## config.mk

```make
export PLATFORM = sky130hd
export DESIGN_NAME = video_sig_gen
export DESIGN_NICKNAME = d
export VERILOG_FILES = /design/src/rtl/video_sig_gen.sv
export SDC_FILE = /design/constraint.sdc
export NUM_CORES = 1
export LEC_CHECK = 0
export ABC_AREA = 1
export CAP_MARGIN = 20
export CORE_ASPECT_RATIO = 1.2
export CORE_MARGIN = 2
export CORE_UTILIZATION = 57
export DETAILED_ROUTE_END_ITERATION = 10
export GPL_TIMING_DRIVEN = 1
export PLACE_DENSITY = 0.84
export SLEW_MARGIN = 20
export SYNTH_ARGS = -nofsm -noshare
export SYNTH_HDL_FRONTEND = slang
export SYNTH_SLANG_ARGS = --single-unit
```

## constraint.sdc

```tcl
create_clock -name clk_in -period 3.7 [get_ports clk_in]
set_input_delay 0.37 -clock clk_in [delete_from_list [all_inputs] [get_ports clk_in]]
set_output_delay 0.37 -clock clk_in [all_outputs]
set_load 0.05 [all_outputs]
```

## src/rtl/video_sig_gen.sv

```systemverilog
// Raster timing generator: pixel coordinates, syncs, active-draw, new-frame and frame count.
// Optional VIDEO_SIG_NEW_LINE_EN adds nl_out, a pulse at the end of every visible line.
module video_sig_gen #(
    parameter int ACTIVE_H      = 1280,
    parameter int H_FRONT_PORCH = 110,
    parameter int H_SYNC_WIDTH  = 40,
    parameter int H_BACK_PORCH  = 220,
    parameter int ACTIVE_V      = 720,
    parameter int V_FRONT_PORCH = 5,
    parameter int V_SYNC_WIDTH  = 5,
    parameter int V_BACK_PORCH  = 20,
    parameter int FPS           = 60
) (
    input  logic        clk_in,
    input  logic        rst_in,
    output logic [10:0] hcount_out,
    output logic [9:0]  vcount_out,
    output logic        hs_out,
    output logic        vs_out,
    output logic        ad_out,
    output logic        nf_out,
`ifdef VIDEO_SIG_NEW_LINE_EN
    output logic        nl_out,
`endif
    output logic [5:0]  fc_out
);

    localparam int H_TOTAL = ACTIVE_H + H_FRONT_PORCH + H_SYNC_WIDTH + H_BACK_PORCH;
    localparam int V_TOTAL = ACTIVE_V + V_FRONT_PORCH + V_SYNC_WIDTH + V_BACK_PORCH;

    localparam logic [10:0] H_LAST   = 11'(H_TOTAL - 1);
    localparam logic [10:0] H_ACT    = 11'(ACTIVE_H);
    localparam logic [10:0] HS_START = 11'(ACTIVE_H + H_FRONT_PORCH);
    localparam logic [10:0] HS_END   = 11'(ACTIVE_H + H_FRONT_PORCH + H_SYNC_WIDTH);
    localparam logic [9:0]  V_LAST   = 10'(V_TOTAL - 1);
    localparam logic [9:0]  V_ACT    = 10'(ACTIVE_V);
    localparam logic [9:0]  VS_START = 10'(ACTIVE_V + V_FRONT_PORCH);
    localparam logic [9:0]  VS_END   = 10'(ACTIVE_V + V_FRONT_PORCH + V_SYNC_WIDTH);
    localparam logic [5:0]  FC_LAST  = 6'(FPS - 1);

    // Cleared in reset so the first cycle after release shows pixel (0,0)
    // rather than (1,0); all flags are then derived from the same next pixel.
    logic        started;
    logic [10:0] h_nxt;
    logic [9:0]  v_nxt;
    logic        nf_nxt;
    logic [5:0]  fc_nxt;

    always_comb begin
        h_nxt  = '0;
        v_nxt  = '0;
        if (started) begin
            if (hcount_out == H_LAST) begin
                h_nxt = '0;
                v_nxt = (vcount_out == V_LAST) ? 10'd0 : vcount_out + 10'd1;
            end else begin
                h_nxt = hcount_out + 11'd1;
                v_nxt = vcount_out;
            end
        end
        nf_nxt = (h_nxt == H_ACT) && (v_nxt == V_ACT);
        fc_nxt = fc_out;
        if (nf_nxt) begin
            fc_nxt = (fc_out == FC_LAST) ? 6'd0 : fc_out + 6'd1;
        end
    end

    always_ff @(posedge clk_in) begin
        if (rst_in) begin
            started    <= 1'b0;
            hcount_out <= '0;
            vcount_out <= '0;
            hs_out     <= 1'b0;
            vs_out     <= 1'b0;
            ad_out     <= 1'b0;
            nf_out     <= 1'b0;
            fc_out     <= '0;
        end else begin
            started    <= 1'b1;
            hcount_out <= h_nxt;
            vcount_out <= v_nxt;
            hs_out     <= (h_nxt >= HS_START) && (h_nxt < HS_END);
            vs_out     <= (v_nxt >= VS_START) && (v_nxt < VS_END);
            ad_out     <= (h_nxt < H_ACT) && (v_nxt < V_ACT);
            nf_out     <= nf_nxt;
            fc_out     <= fc_nxt;
        end
    end

`ifdef VIDEO_SIG_NEW_LINE_EN
    always_ff @(posedge clk_in) begin
        if (rst_in) begin
            nl_out <= 1'b0;
        end else begin
            nl_out <= (h_nxt == H_ACT) && (v_nxt < V_ACT);
        end
    end
`endif

endmodule

```

==> flow_summary.json, run 1 <==
{
  "fmaxAchievable_mhz": 456.1,
  "rsz0062_at_grt": "false",
  "end_kind": "register",
  "seq_area_frac_synth_pct": 30.57,
  "place.gp.congestion": 0.8697,
  "dieArea_um2": 4180,
  "postLayoutCellArea_um2": 2574,
  "hpwlAfterDp_um": 3711,
  "dieHeight_um": 70.43,
  "syn_avg_cell_area_um2": 6.448,
  "fin_nets": 367,
  "clk_pin_slew_ps": 70,
  "clkSinkCount": 32,
  "htree_levels": 2,
  "diodes": 0,
  "ys_seq_elements": 32,
  "min_from": "hcount_out[0]$_SDFF_PP0_",
  "synthTopCellsByArea": "dfxtp_1 31%, nand2_1 15%, nor2_1 9.5%",
  "fin_crit_sh_pct": 59.26,
  "cts_made_buffers": 5,
  "post_dp_cell_area_um2": 2447,
  "grt-ovfl-total": 0,
  "finalSetupViolations": 0,
  "rows": 24,
  "yosys.area.top_type": "dfxtp_1",
  "syn_to_final_growth_pct": 22.81,
  "cts.path.max_buffers": 2,
  "cts_tree": "built",
  "cts_root_buffer": "clkbuf_8",
  "fill_cells": 310,
  "synth_top_area_share_pct": 30.57,
  "min_period_ps": 2193,
  "finalWorstSetupSlack_ps": 1507,
  "status": "complete, no violations",
  "num_vias": 2143,
  "layout-drive-gt1-share_pct": 11.63,
  "worst_hold_slack_ps": 529.2,
  "ios": 33,
  "cp_data_required_time_ps": 3890,
  "worstSetupPathType": "reg2reg",
  "place_ws_ps": 1385,
  "startpoint_type": "register",
  "ant_nets": 0,
  "max-slew-margin-rel_pct": 64.40,
  "routedWlPerCell_um": 12.21,
  "grt_max_degree": 12,
  "synthesis.nets": 332,
  "async_flop_share_pct": 0,
  "p_per_area_nw_per_um2": 290.1,
  "start_util_pct": 58.65,
  "drc": 0,
  "fin_worst_skew_ps": 6.979,
  "syn_area_um2": 2096,
  "synthFlopType": "dfxtp_1",
  "drt-vias-per-instance": 5.358,
  "reg2reg_to": "fc_out[4]$_SDFFE_PP0P_",
  "grt_pass1_wl_um": 8431,
  "ff2ff_path_depth": 12,
  "hold-path-cell-count": 1,
  "max_cap_viol_count": 0,
  "firstDrtPassIters": 4,
  "cp_data_arrival_time_ps": 2380,
  "worstSkewPairLatency_ps": 290,
  "holdPathEnd": "hcount_out[0]$_SDFF_PP0_",
  "r2r-start": "hcount_out[0]$_SDFF_PP0_",
  "core_um2": 3573,
  "synth_warnings": 0,
  "portBuffers": 32,
  "synth_cells": 325,
  "final_common_cell": "nand2_1",
  "hp-class": "reg2reg",
  "synth_edf_count": 0,
  "leakage_nw": 1.137,
  "grt_pass1_vias": 1995,
  "drt_iter0_drc": 151,
  "ctsHoldBuffers": 0,
  "track_usage_pct": 26.00,
  "synth_cell_types": 32,
  "die_w_um": 59.36,
  "wl_um": 4882,
  "setup_tns_ps": 0,
  "post-cts-setup-buffers": 0,
  "final_max_slew_viol_count": 0,
  "cp_max_fo": 7,
  "worst_pin_slew_ps": 532.3,
  "hold_violations": 0,
  "antenna_found_initial": 0,
  "rrSetupSlack_ps": 1510,
  "ir_worst_vdd_mv": 0.3370,
  "layout_common_cells": "85 x nand2_1, 53 x nor2_1, 43 x inv_1",
  "ctsResizeCount": 0
}
==> how the worst max path moves through the flow <==
stage                                         from  slack [ps]                endpoint
final                     hcount_out[0]$_SDFF_PP0_        1510  fc_out[4]$_SDFFE_PP0P_
after global routing      hcount_out[0]$_SDFF_PP0_        1210  fc_out[4]$_SDFFE_PP0P_
after detailed placement                    rst_in        1390       hs_out$_SDFF_PP0_
after global placement                      rst_in        1450       hs_out$_SDFF_PP0_
after floorplan           hcount_out[0]$_SDFF_PP0_        1390  fc_out[4]$_SDFFE_PP0P_
after CTS                 hcount_out[0]$_SDFF_PP0_        1490  fc_out[5]$_SDFFE_PP0P_
==> flip-flops by register name, summed over array words and instances, names as in the netlist <==
| name | count |
|---|---|
| vcount_out | 10 |
| hcount_out | 11 |
| vs_out | 1 |
| hs_out | 1 |
| nf_out | 1 |
| ad_out | 1 |
| started | 1 |
| fc_out | 6 |
==> cell usage after synthesis, types with 2 or more instances <==
cell type / instances
buf_2: 2
nor2_1: 53
nand3_2: 9
nand2_1: 85
nor3_1: 4
nor2_8: 3
o21ai_0: 2
clkbuf_1: 2
nand3b_1: 2
inv_2: 2
a21oi_1: 12
nand3_1: 32
nand4_1: 9
dfxtp_1: 32
ha_1: 5
o21ai_1: 3
nand2_4: 2
nand2_2: 5
nor2_2: 6
inv_1: 43
==> power breakdown <==
part,switching [mW],internal [mW]
Sequential,0.00372,0.347
Clock,0.130,0.237
Combinational,0.0205,0.00838
Total,0.154,0.592
==> critical path: stages, from the launching register on <==
cell and delay [ps]:
dfxtp_1 460, ha_1 270, nand3_2 130, nor2_2 180
nand3_1 150, nand2_1 100, nand3_1 80, nor2_1 110
nand2_1 100, nor2_4 190, nand2_4 120, o21ai_1 150
nor2_1 50
==> routing by layer <==
metal / routed length (µm) / vias up / share of wire [%] / GRT usage (%)
li1: - / 1107 / - / -
met5: 0 / - / 0 / 0
met4: 93 / 0 / 1.9 / 10.61
met3: 178 / 9 / 3.6 / 5.741
met1: 2047 / 980 / 42 / 29.30
met2: 2562 / 47 / 52 / 45.54
==> cells by family after synthesis <==
logic type	Yosys count	synth area share (%)
adders and majority gates	5	2.985
buffers and inverters	51	9.313
DFF	32	30.57
AOI/OAI and AO/OA	21	5.493
and+or+nand+nor	215	51.22
xor gates and xnor gates	1	0.4180
==> metrics by stage <==
| stage | util [%] | power (mW) | instances |
|---|---|---|---|
| after floorplan | - | 0.3786 | 325 |
| after global placement | 68.49 | 0.3865 | 392 |
| after detailed placement | 68.49 | 0.3870 | 392 |
| after CTS | 72.02 | 0.7526 | 400 |
| after global routing | 72.02 | 0.7665 | 400 |
| final | 72.02 | 0.7466 | 400 |
==> area by class of cell <==
type,count,area (µm²),area share [%]
Sequential cell,32,640.6,24.89
Clock inverter,1,30.03,1.167
Clock buffer,7,96.34,3.743
Timing Repair Buffer,32,320.3,12.45
Tap cell,39,48.80,1.896
Inverter,47,177.7,6.903
Multi-Input combinational cell,242,1260,48.95
Note: power is estimated with default switching activity, not from simulation.
==> inputs of run 2 (changes only) <==
--- a/config.mk
+++ b/config.mk
@@ -9,10 +9,10 @@
 export CAP_MARGIN = 20
 export CORE_ASPECT_RATIO = 1.2
 export CORE_MARGIN = 2
-export CORE_UTILIZATION = 57
+export CORE_UTILIZATION = 54
 export DETAILED_ROUTE_END_ITERATION = 10
 export GPL_TIMING_DRIVEN = 1
-export PLACE_DENSITY = 0.84
+export PLACE_DENSITY = 0.8
 export SLEW_MARGIN = 20
 export SYNTH_ARGS = -nofsm -noshare
 export SYNTH_HDL_FRONTEND = slang
==> constraint.sdc (replaced) <==
create_clock -name clk_in -period 2.1 [get_ports clk_in]
set_input_delay 0.21 -clock clk_in [delete_from_list [all_inputs] [get_ports clk_in]]
set_output_delay 0.21 -clock clk_in [all_outputs]
set_load 0.05 [all_outputs]
==> flow_summary.json, run 2 (same netlist as run 1, synthesis figures left out) <==
{
  "fin_worst_skew_ps": 7.345,
  "fin_nets": 377,
  "ir_worst_vdd_mv": 0.5089,
  "post_dp_cell_area_um2": 2526,
  "status": "complete, no violations",
  "fin_cells": 423,
  "cts.path.max_buffers": 2,
  "grt_util_met1_pct": 29.19,
  "grt_max_degree": 11,
  "track_usage_pct": 26.16,
  "ios": 33,
  "p_comb_share_pct": 5.3,
  "clk_pin_slew_ps": 70,
  "cts_made_buffers": 5,
  "startpoint_type": "register",
  "cp_data_arrival_time_ps": 2290,
  "start_util_pct": 57.21,
  "place.gp.congestion": 0.8979,
  "syn_to_final_growth_pct": 34.81,
  "fin_crit_sh_pct": 98.17,
  "min_period_ps": 2062,
  "layout-drive-gt1-share_pct": 22.37,
  "layout_common_cells": "79 x nand2_1, 48 x nor2_1, 41 x inv_1, 32 x clkdlybuf4s50_1, 31 x nand3_1",
  "num_vias": 2283,
  "cp_data_required_time_ps": 2330,
  "worst_pin_slew_ps": 518.0,
  "final_max_slew_viol_count": 0,
  "worst_hold_slack_ps": 507.1,
  "setup_tns_ps": 0,
  "grt_use_met2_pct": 46.00,
  "routedWlPerCell_um": 13.15,
  "die_w_um": 60.87,
  "grt.busiest_layer": "met2",
  "cts_tree": "built",
  "rsz0062_at_grt": "true",
  "largest_register_ff_count": 11,
  "leakage_nw": 1.174,
  "core_um2": 3664,
  "cts_root_buffer": "clkbuf_8",
  "worstSetupPathType": "reg2reg",
  "hold_violations": 0,
  "ctsHoldBuffers": 0,
  "dieArea_um2": 4398,
  "max_cap_viol_count": 0,
  "p_per_area_nw_per_um2": 445.3,
  "clkSinkCount": 32,
  "power.switching_mw": 0.2736,
  "end_kind": "register",
  "postLayoutCellArea_um2": 2825,
  "hpwlAfterDp_um": 4040,
  "drt_iter0_drc": 107,
  "grt_pass1_wl_um": 8742,
  "seq_power_share_pct": 49.0,
  "hp-class": "reg2reg",
  "htree_levels": 2,
  "ant_nets": 0,
  "max-slew-margin-rel_pct": 65.36,
  "rows": 24,
  "switching_share_pct": 21.75,
  "cp_max_fo": 7,
  "final_common_cell": "nand2_1",
  "internal-power_mw": 0.9845,
  "drc": 0,
  "dieHeight_um": 72.25,
  "portBuffers": 32,
  "diodes": 0,
  "place_inst": 412,
  "firstDrtPassIters": 4,
  "met3_usage_pct": 5.704,
  "p_total_mw": 1.258,
  "grt_pass1_vias": 2024,
  "regMostFlops": "hcount_out",
  "drt-vias-per-instance": 5.397,
  "grt-ovfl-total": 0,
  "fmaxAchievable_mhz": 485.1,
  "finalSetupViolations": 0,
  "wl_um": 5563,
  "reg_top3": "hcount_out (11), vcount_out (10), fc_out (6)",
  "power_frac_clock_pct": 45.7,
  "antenna_found_initial": 0,
  "worstSkewPairLatency_ps": 290
}
-- run 2: changes by cell type in the layout (fill, tap and decap cells not counted), sizes merged --
cell	delta
buf	+9
clkinv	+1
clkbuf	-1
nor2	+1
-- run 2: path summary, 6_finish.rpt --
kind | startpoint | endpoint | slack [ps] | cells after the start
setup / recovery | hcount_out[1]$_SDFF_PP0_ | fc_out[1]$_SDFFE_PP0P_ | 40 | 16
hold / removal | hcount_out[5]$_SDFF_PP0_ | hcount_out[5]$_SDFF_PP0_ | 510 | 2
setup reg to reg | hcount_out[1]$_SDFF_PP0_ | fc_out[1]$_SDFFE_PP0P_ | 40 | 16
hold reg to reg | hcount_out[5]$_SDFF_PP0_ | hcount_out[5]$_SDFF_PP0_ | 510 | 2
-- run 2: per-stage QoR --
step,setup slack (ps),util [%]
finish,38.43,77.12
global route,-84.43,77.12
CTS,28.05,71.89
detailed placement,50.24,68.95
global placement,114.7,68.95
floorplan,4.479,-
-- run 2: repair_timing --
item                                    in CTS  in global routing
gates resized for setup                      0                 40
endpoints found under the setup margin       0                  8
buffers inserted                             0                  2
-- run 2: power groups by stage --
stage,clock network (mW),registers (mW),logic (mW)
2_1_floorplan,0,0.638,0.0293
3_3_place_gp,0,0.630,0.0566
3_5_place_dp,0,0.630,0.0571
4_1_cts,0.582,0.617,0.0572
5_1_grt,0.614,0.617,0.0729
6_report,0.575,0.617,0.0665
-- run 2: cell type report --
class,instances,area [µm²]
clock buffer,6,72.57
clock inverter,2,35.03
fill,291,838.3
inverter,47,182.7
multi-input combinational,243,1411
sequential,32,658.1
tap,52,65.06
timing repair buffer,41,400.4
-- run 2: metal layers --
metal	up-vias	wire length (µm)
li1	1126	-
met1	1061	2090
met2	82	2998
met3	14	332
met4	0	142
met5	-	0
-- run 2: critical path: stages (launching register included) --
cell     delay [ps]
dfxtp_4         380
inv_4            60
ha_4            150
inv_4            40
nor2_4          110
nand3_4         120
nor2_8          180
nand3_4         110
nor2_4          110
nand2_2          70
nand2_2          90
nand2_4          70
nor2_8          160
nand2_8         100
nand2_4          90
nand2_4          50
nor2_4          100
